`config.mk`:
```
export PLATFORM = sky130hd
export DESIGN_NAME = pad_input_conditioner
export DESIGN_NICKNAME = d
export VERILOG_FILES = /design/src/rtl/pad_input_conditioner.sv
export SDC_FILE = /design/constraint.sdc
export NUM_CORES = 1
export LEC_CHECK = 0
export ABC_AREA = 1
export BUFFER_PORTS_ARGS = -buffer_cell sky130_fd_sc_hd__clkbuf_2
export CAP_MARGIN = 20
export CORE_MARGIN = 2
export CORE_UTILIZATION = 36
export CTS_BUF_LIST = sky130_fd_sc_hd__clkbuf_4 sky130_fd_sc_hd__clkbuf_8
export CTS_CLUSTER_SIZE = 28
export DETAILED_ROUTE_END_ITERATION = 10
export GPL_TIMING_DRIVEN = 0
export PLACE_DENSITY = 0.53
export SYNTH_ARGS = -nofsm -noshare
export SYNTH_HDL_FRONTEND = slang
export SYNTH_SLANG_ARGS = --single-unit
```
`constraint.sdc`:
```
create_clock -name clk -period 1.8 [get_ports clk]
set_input_delay 0.09 -clock clk [delete_from_list [all_inputs] [get_ports clk]]
set_output_delay 0.09 -clock clk [all_outputs]
set_load 0.05 [all_outputs]
```
`src/rtl/pad_input_conditioner.sv`:
```
// Conditions asynchronous pad inputs for the core clock domain: synchronizer, debounce, edge pulses, sticky flags.
// Latency: SYNC_STAGES + DEBOUNCE_CYCLES clk edges from first sampling edge to value_o/rise_o/fall_o; pending_o/irq_o one later.
// Backpressure: none; outputs are level/pulse registers, pending bits hold until cleared by clear_i.
module pad_input_conditioner #(
  parameter int               WIDTH           = 4,
  parameter int               SYNC_STAGES     = 2,
  parameter int               DEBOUNCE_CYCLES = 4,
  parameter logic [WIDTH-1:0] RESET_VALUE     = '0
) (
  input  logic             clk,
  input  logic             reset_n,
  input  logic [WIDTH-1:0] pad_i,
  input  logic             enable_i,
  input  logic [WIDTH-1:0] clear_i,
  output logic [WIDTH-1:0] value_o,
  output logic [WIDTH-1:0] rise_o,
  output logic [WIDTH-1:0] fall_o,
  output logic [WIDTH-1:0] pending_o,
  output logic             irq_o
);

  localparam int            CW       = $clog2(DEBOUNCE_CYCLES + 1);
  localparam logic [CW-1:0] CNT_LAST = CW'(DEBOUNCE_CYCLES - 1);

  logic [WIDTH-1:0] r_sync [SYNC_STAGES];
  logic [CW-1:0]    r_cnt  [WIDTH];
  logic [WIDTH-1:0] r_value;
  logic [WIDTH-1:0] r_rise;
  logic [WIDTH-1:0] r_fall;
  logic [WIDTH-1:0] r_pending;
  logic             r_irq;

  logic [WIDTH-1:0] w_synced;
  logic [WIDTH-1:0] w_pending_nxt;

  assign w_synced      = r_sync[SYNC_STAGES-1];
  // Registered pulses feed the sticky flags, so a pulse beats a same-cycle clear.
  assign w_pending_nxt = (r_pending & ~clear_i) | r_rise | r_fall;

  // Synchronizer chain: free-running regardless of enable so the level is fresh on re-enable.
  always_ff @(posedge clk) begin
    if (!reset_n) begin
      for (int s = 0; s < SYNC_STAGES; s++) r_sync[s] <= RESET_VALUE;
    end else begin
      r_sync[0] <= pad_i;
      for (int s = 1; s < SYNC_STAGES; s++) r_sync[s] <= r_sync[s-1];
    end
  end

  // Per-bit debounce: accept a new level only after it persists DEBOUNCE_CYCLES consecutive cycles.
  always_ff @(posedge clk) begin
    if (!reset_n) begin
      r_value <= RESET_VALUE;
      r_rise  <= '0;
      r_fall  <= '0;
      for (int i = 0; i < WIDTH; i++) r_cnt[i] <= '0;
    end else if (!enable_i) begin
      r_rise <= '0;
      r_fall <= '0;
      for (int i = 0; i < WIDTH; i++) r_cnt[i] <= '0;
    end else begin
      for (int i = 0; i < WIDTH; i++) begin
        r_rise[i] <= 1'b0;
        r_fall[i] <= 1'b0;
        if (w_synced[i] == r_value[i]) begin
          r_cnt[i] <= '0;
        end else if (r_cnt[i] == CNT_LAST) begin
          r_value[i] <= w_synced[i];
          r_rise[i]  <= w_synced[i];
          r_fall[i]  <= ~w_synced[i];
          r_cnt[i]   <= '0;
        end else begin
          r_cnt[i] <= r_cnt[i] + CW'(1);
        end
      end
    end
  end

  // Sticky edge flags and their OR-reduced interrupt, updated together.
  always_ff @(posedge clk) begin
    if (!reset_n) begin
      r_pending <= '0;
      r_irq     <= 1'b0;
    end else begin
      r_pending <= w_pending_nxt;
      r_irq     <= |w_pending_nxt;
    end
  end

  assign value_o   = r_value;
  assign rise_o    = r_rise;
  assign fall_o    = r_fall;
  assign pending_o = r_pending;
  assign irq_o     = r_irq;

endmodule

```
# Yosys cells after proc, flatten, opt, wreduce, memory -nomap -nowiden
# Memories as Yosys holds them, arrays and structs flattened.
# Cells that the tools add are included.
[op_classes] n_eq_ne=8 n_reduce_logical=9 add_sub_neg=4 bitwise=36 mux=79
[ops] op="2-to-1 mux 1 bit" n=61
[ops] op="2-to-1 mux 3 bit" n=16
[ops] op="OR reduction 4 bit" n=5
[ops] op="OR 1 bit" n=18
[ops] op="inverter 1 bit" n=14
[ops] op="adder 3 x 1 -> 3 bit (second input constant)" n=4
[ops] op="equality test 3 x 2 -> 1 bit (second input constant)" n=4
[ops] op="AND reduction 3 bit" n=4
[ops] op="2-to-1 mux 4 bit" n=2
[ops] op="OR 4 bit" n=2
[ops] op="bitwise AND 4 bit" n=1
[ops] op="equality test 1 bit" n=4
[ops] op="inverter 4 bit" n=1
[totals] mem_bits_rw=20 in_bits=11 reg_bits=17 n_memories=2
[mem_list] name="r_cnt" depth=4 word_bits=3 rd=4 rd_ports_with_merged_regs=0 write_ports=4 line="26" rtl="logic [CW-1:0] r_cnt [WIDTH];"
[mem_list] name="r_sync" depth=2 word_bits=4 rd=2 rd_ports_with_merged_regs=0 write_ports=2 line="25" rtl="logic [WIDTH-1:0] r_sync [SYNC_STAGES];"

# Logic depth before layout (Yosys ltp)
[logic_depth] depth_word=8 depth_mapped=8

# Worst setup path before layout
# OpenSTA, ideal clock, no wires.
[synth_timing] path_type="reg-to-reg" from="register r_value[0] (netlist: value_o[0])" to="memory r_cnt[0][2] (netlist name)" arrival_time_ns=1.417 required_time_ns=1.685 stages_incl_launch_ff=8 slack_ns=0.268 setup_time_ns=0.115 cell_sequence="dfxtp_1 -> inv_1 -> nand2_1 -> nand2_1 -> nand2_2 -> nand4_1 -> nor2_1 -> nor2_2"
[synth_lines] element="start, declared" line="27" rtl="logic [WIDTH-1:0] r_value;"
[synth_lines] element="start signal, assigned by index" line="68" rtl="r_value[i] <= w_synced[i];"
[synth_lines] element="end, declared" line="26"

==> reports/qor.yml <==
route:
  drc: 0
  final_antenna_net_count: 0
  vias: 1190
  wl_per_cell_um: 9.86
  drt_iter0_markers: 42
  firstDrtPassIters: 4
  finalWirelength_um: 2650
  via_per_inst: 4.42
setup_path:
  end_kind: "flop"
  required_ns: 1.76
  rr_startpoint: "r_cnt[1][0]"
  arrival_ns: 1.48
  crit_type: "flop to flop"
  reg2reg_depth: 5
  reg2reg_to: "r_cnt[1][0]"
  timing.reg2reg.setup_slack_ns: 0.27
  start_kind: "flop"
  crit_fanout: 3
layout:
  final_common_cell: "inv_1"
  most-common-layout-cells: "inv_1, nand2_1, dfxtp_1"
  area_growth_pct: 23.6
  num_antenna_cells: 0
  drive_above_1_share: 0.183
  stdcell_count: 269
  nNetsFinal: 240
  design_area_um2: 1890
  final_util: 0.466
cts:
  ctsHoldBuffers: 4
  cts.repair.resized: 0
  post_cts_buffers: 0
  clk_path_buf_depth: 2
  ctsHtreeMaxLevel: 2
  clkLatencyLatePin_ns: 0.28
  clock-root-buffer: "clkbuf_8"
  cts.sinks: 37
  clk_pin_slew_worst_paths_ns: 0.07
  cts_tree: "yes"
  numCtsBuffers: 5
place:
  dp_hpwl_um: 2080
  port_buffers: 27
  gp_congestion: 0.777
  dpl_cell_area_um2: 1750
  dp_cells: 258
grt:
  grtUsageMet3: 0.0596
  grt_pass1_wl_um: 5020
  antenna_found_initial: 0
  grt_start_max_net_pins: 12
  grt_pass1_vias: 1178
  grtUsageMet1: 0.142
  top_usage_layer: "met2"
  met2_usage: 0.225
  grtUsageTotal: 0.132
  overflow: 0
synthesis:
  synth_cells: 176
  async_flop_share: 0
  ys_seq_elements: 37
  syn_area_um2: 1530
  synth_top_area_cell: "dfxtp_1"
  yosysUniqueCellTypes: 26
  synth_area_per_cell_um2: 8.69
  ys_seq_area_frac: 0.543
  synth_top_area_frac: 0.367
  ys.flop_type: "dfxtp_1"
  synth-edff-count: 9
  synth_area_leaders: "dfxtp_1, edfxtp_1, inv_1"
  yosysWarnings: 0
timing:
  fin_skew_ns: 0.00423
  finalHoldViolations: 0
  drv_slew: 0
  min_period_ns: 1.53
  setup_tns_ns: 0
  fin_crit_sh: 0.847
  setup_violations: 0
  fmax_ghz: 0.656
  rsz0062_at_grt: "no"
run:
  maxCapViolCount: 0
power_and_ir_drop:
  clock_power_share: 0.410
  powerDensity_nw_per_um2: 875
  sw_frac_of_total: 0.209
  power.internal_mw: 1.31
  vdd_drop_max_v: 0.000385
  p_leak_nw: 1.00
  combPwrFrac: 0.057
  power.share.sequential: 0.533
  design_power_total_mw: 1.65
  switchingPower_mw: 0.346
floorplan:
  fp.dieW_um: 69.2
  io-pin-count: 28
  die_area_um2: 4780
  fp.coreArea_um2: 4060
  row_count: 23
  start_util: 0.377
  die_h_um: 69.2
hold_path:
  hold_class: "input port to flop"
  hold_start: "clear_i[3]"
  min_path_cells: 4
  min_to: "pending_o[3]"
outcome:
  status: "finished clean"
[Yosys cell counts (2+ instances only)]
cell type / instances
dfxtp_1: 28
ha_1: 10
a21oi_1: 6
nand3_1: 3
or2_0: 2
nand2_2: 2
o21ai_0: 4
inv_1: 36
nand4_1: 7
nor2_1: 24
edfxtp_1: 9
nand2_1: 31
[critical path, stage by stage, from the launching register on]
cell and delay, ns:
edfxtp_1 0.42, ha_1 0.25, ha_1 0.22, nand2_1 0.09, nor2_1 0.05, o211ai_1 0.17
[cell families after synthesis]
| group | share of synthesized area |
|---|---|
| compound gates | 0.0581 |
| simple gates | 0.209 |
| fa+ha+maj | 0.0818 |
| xor+xnor | 0.0115 |
| buf+inv | 0.0933 |
| flops | 0.543 |
| other cells | 0.00245 |
[layout make-up]
| cell class | instances | area [µm²] |
|---|---|---|
| fill | 390 | 2170 |
| tap | 50 | 62.6 |
| clock inverter | 2 | 35.0 |
| clock buffer | 5 | 68.8 |
| timing repair buffer | 31 | 175 |
| inverter | 37 | 139 |
| sequential | 37 | 831 |
| buffer | 1 | 3.75 |
| multi-input combinational | 106 | 574 |
[worst max-delay path by stage]
| stage | from | endpoint | slack, ns | cells past startpoint |
|---|---|---|---|---|
| final | r_cnt[1][0] | r_cnt[1][0] | 0.27 | 5 |
| after global routing | r_cnt[0][0] | r_cnt[0][2] | 0.17 | 8 |
| after floorplan | value_o[0] | r_cnt[0][2] | 0.27 | 7 |
| after detailed placement | r_cnt[1][0] | r_cnt[1][1] | 0.28 | 5 |
| after CTS | r_cnt[1][0] | r_cnt[1][1] | 0.27 | 5 |
| after global placement | r_cnt[1][0] | r_cnt[1][1] | 0.35 | 5 |
[layer usage]
layer	routed length [µm]	part of all wire
met5	0	0
met1	1160	0.44
met4	49	0.018
met2	1280	0.48
met3	168	0.063
[flip-flops by register name (all words and copies together) (netlist names)]
signal / count
pending_o: 4
value_o: 4
irq_o: 1
r_sync: 8
rise_o: 4
r_cnt: 12
fall_o: 4
[power by group through the flow]
stage	Sequential [mW]	Clock, mW	Combinational [mW]
2_1_floorplan	0.903	0	0.0542
3_3_place_gp	0.899	0	0.0846
3_5_place_dp	0.900	0	0.0882
4_1_cts	0.881	0.703	0.0953
5_1_grt	0.883	0.741	0.111
6_report	0.881	0.678	0.0943
[through the flow]
step | worst slack (ns) | hold slack [ns]
final | 0.275 | 0.0754
after global routing | 0.169 | 0.108
after CTS | 0.272 | 0.0682
after detailed placement | 0.280 | 0.278
after global placement | 0.348 | 0.273
after floorplan | 0.268 | 0.188
Power figures use the tool's default switching activity.
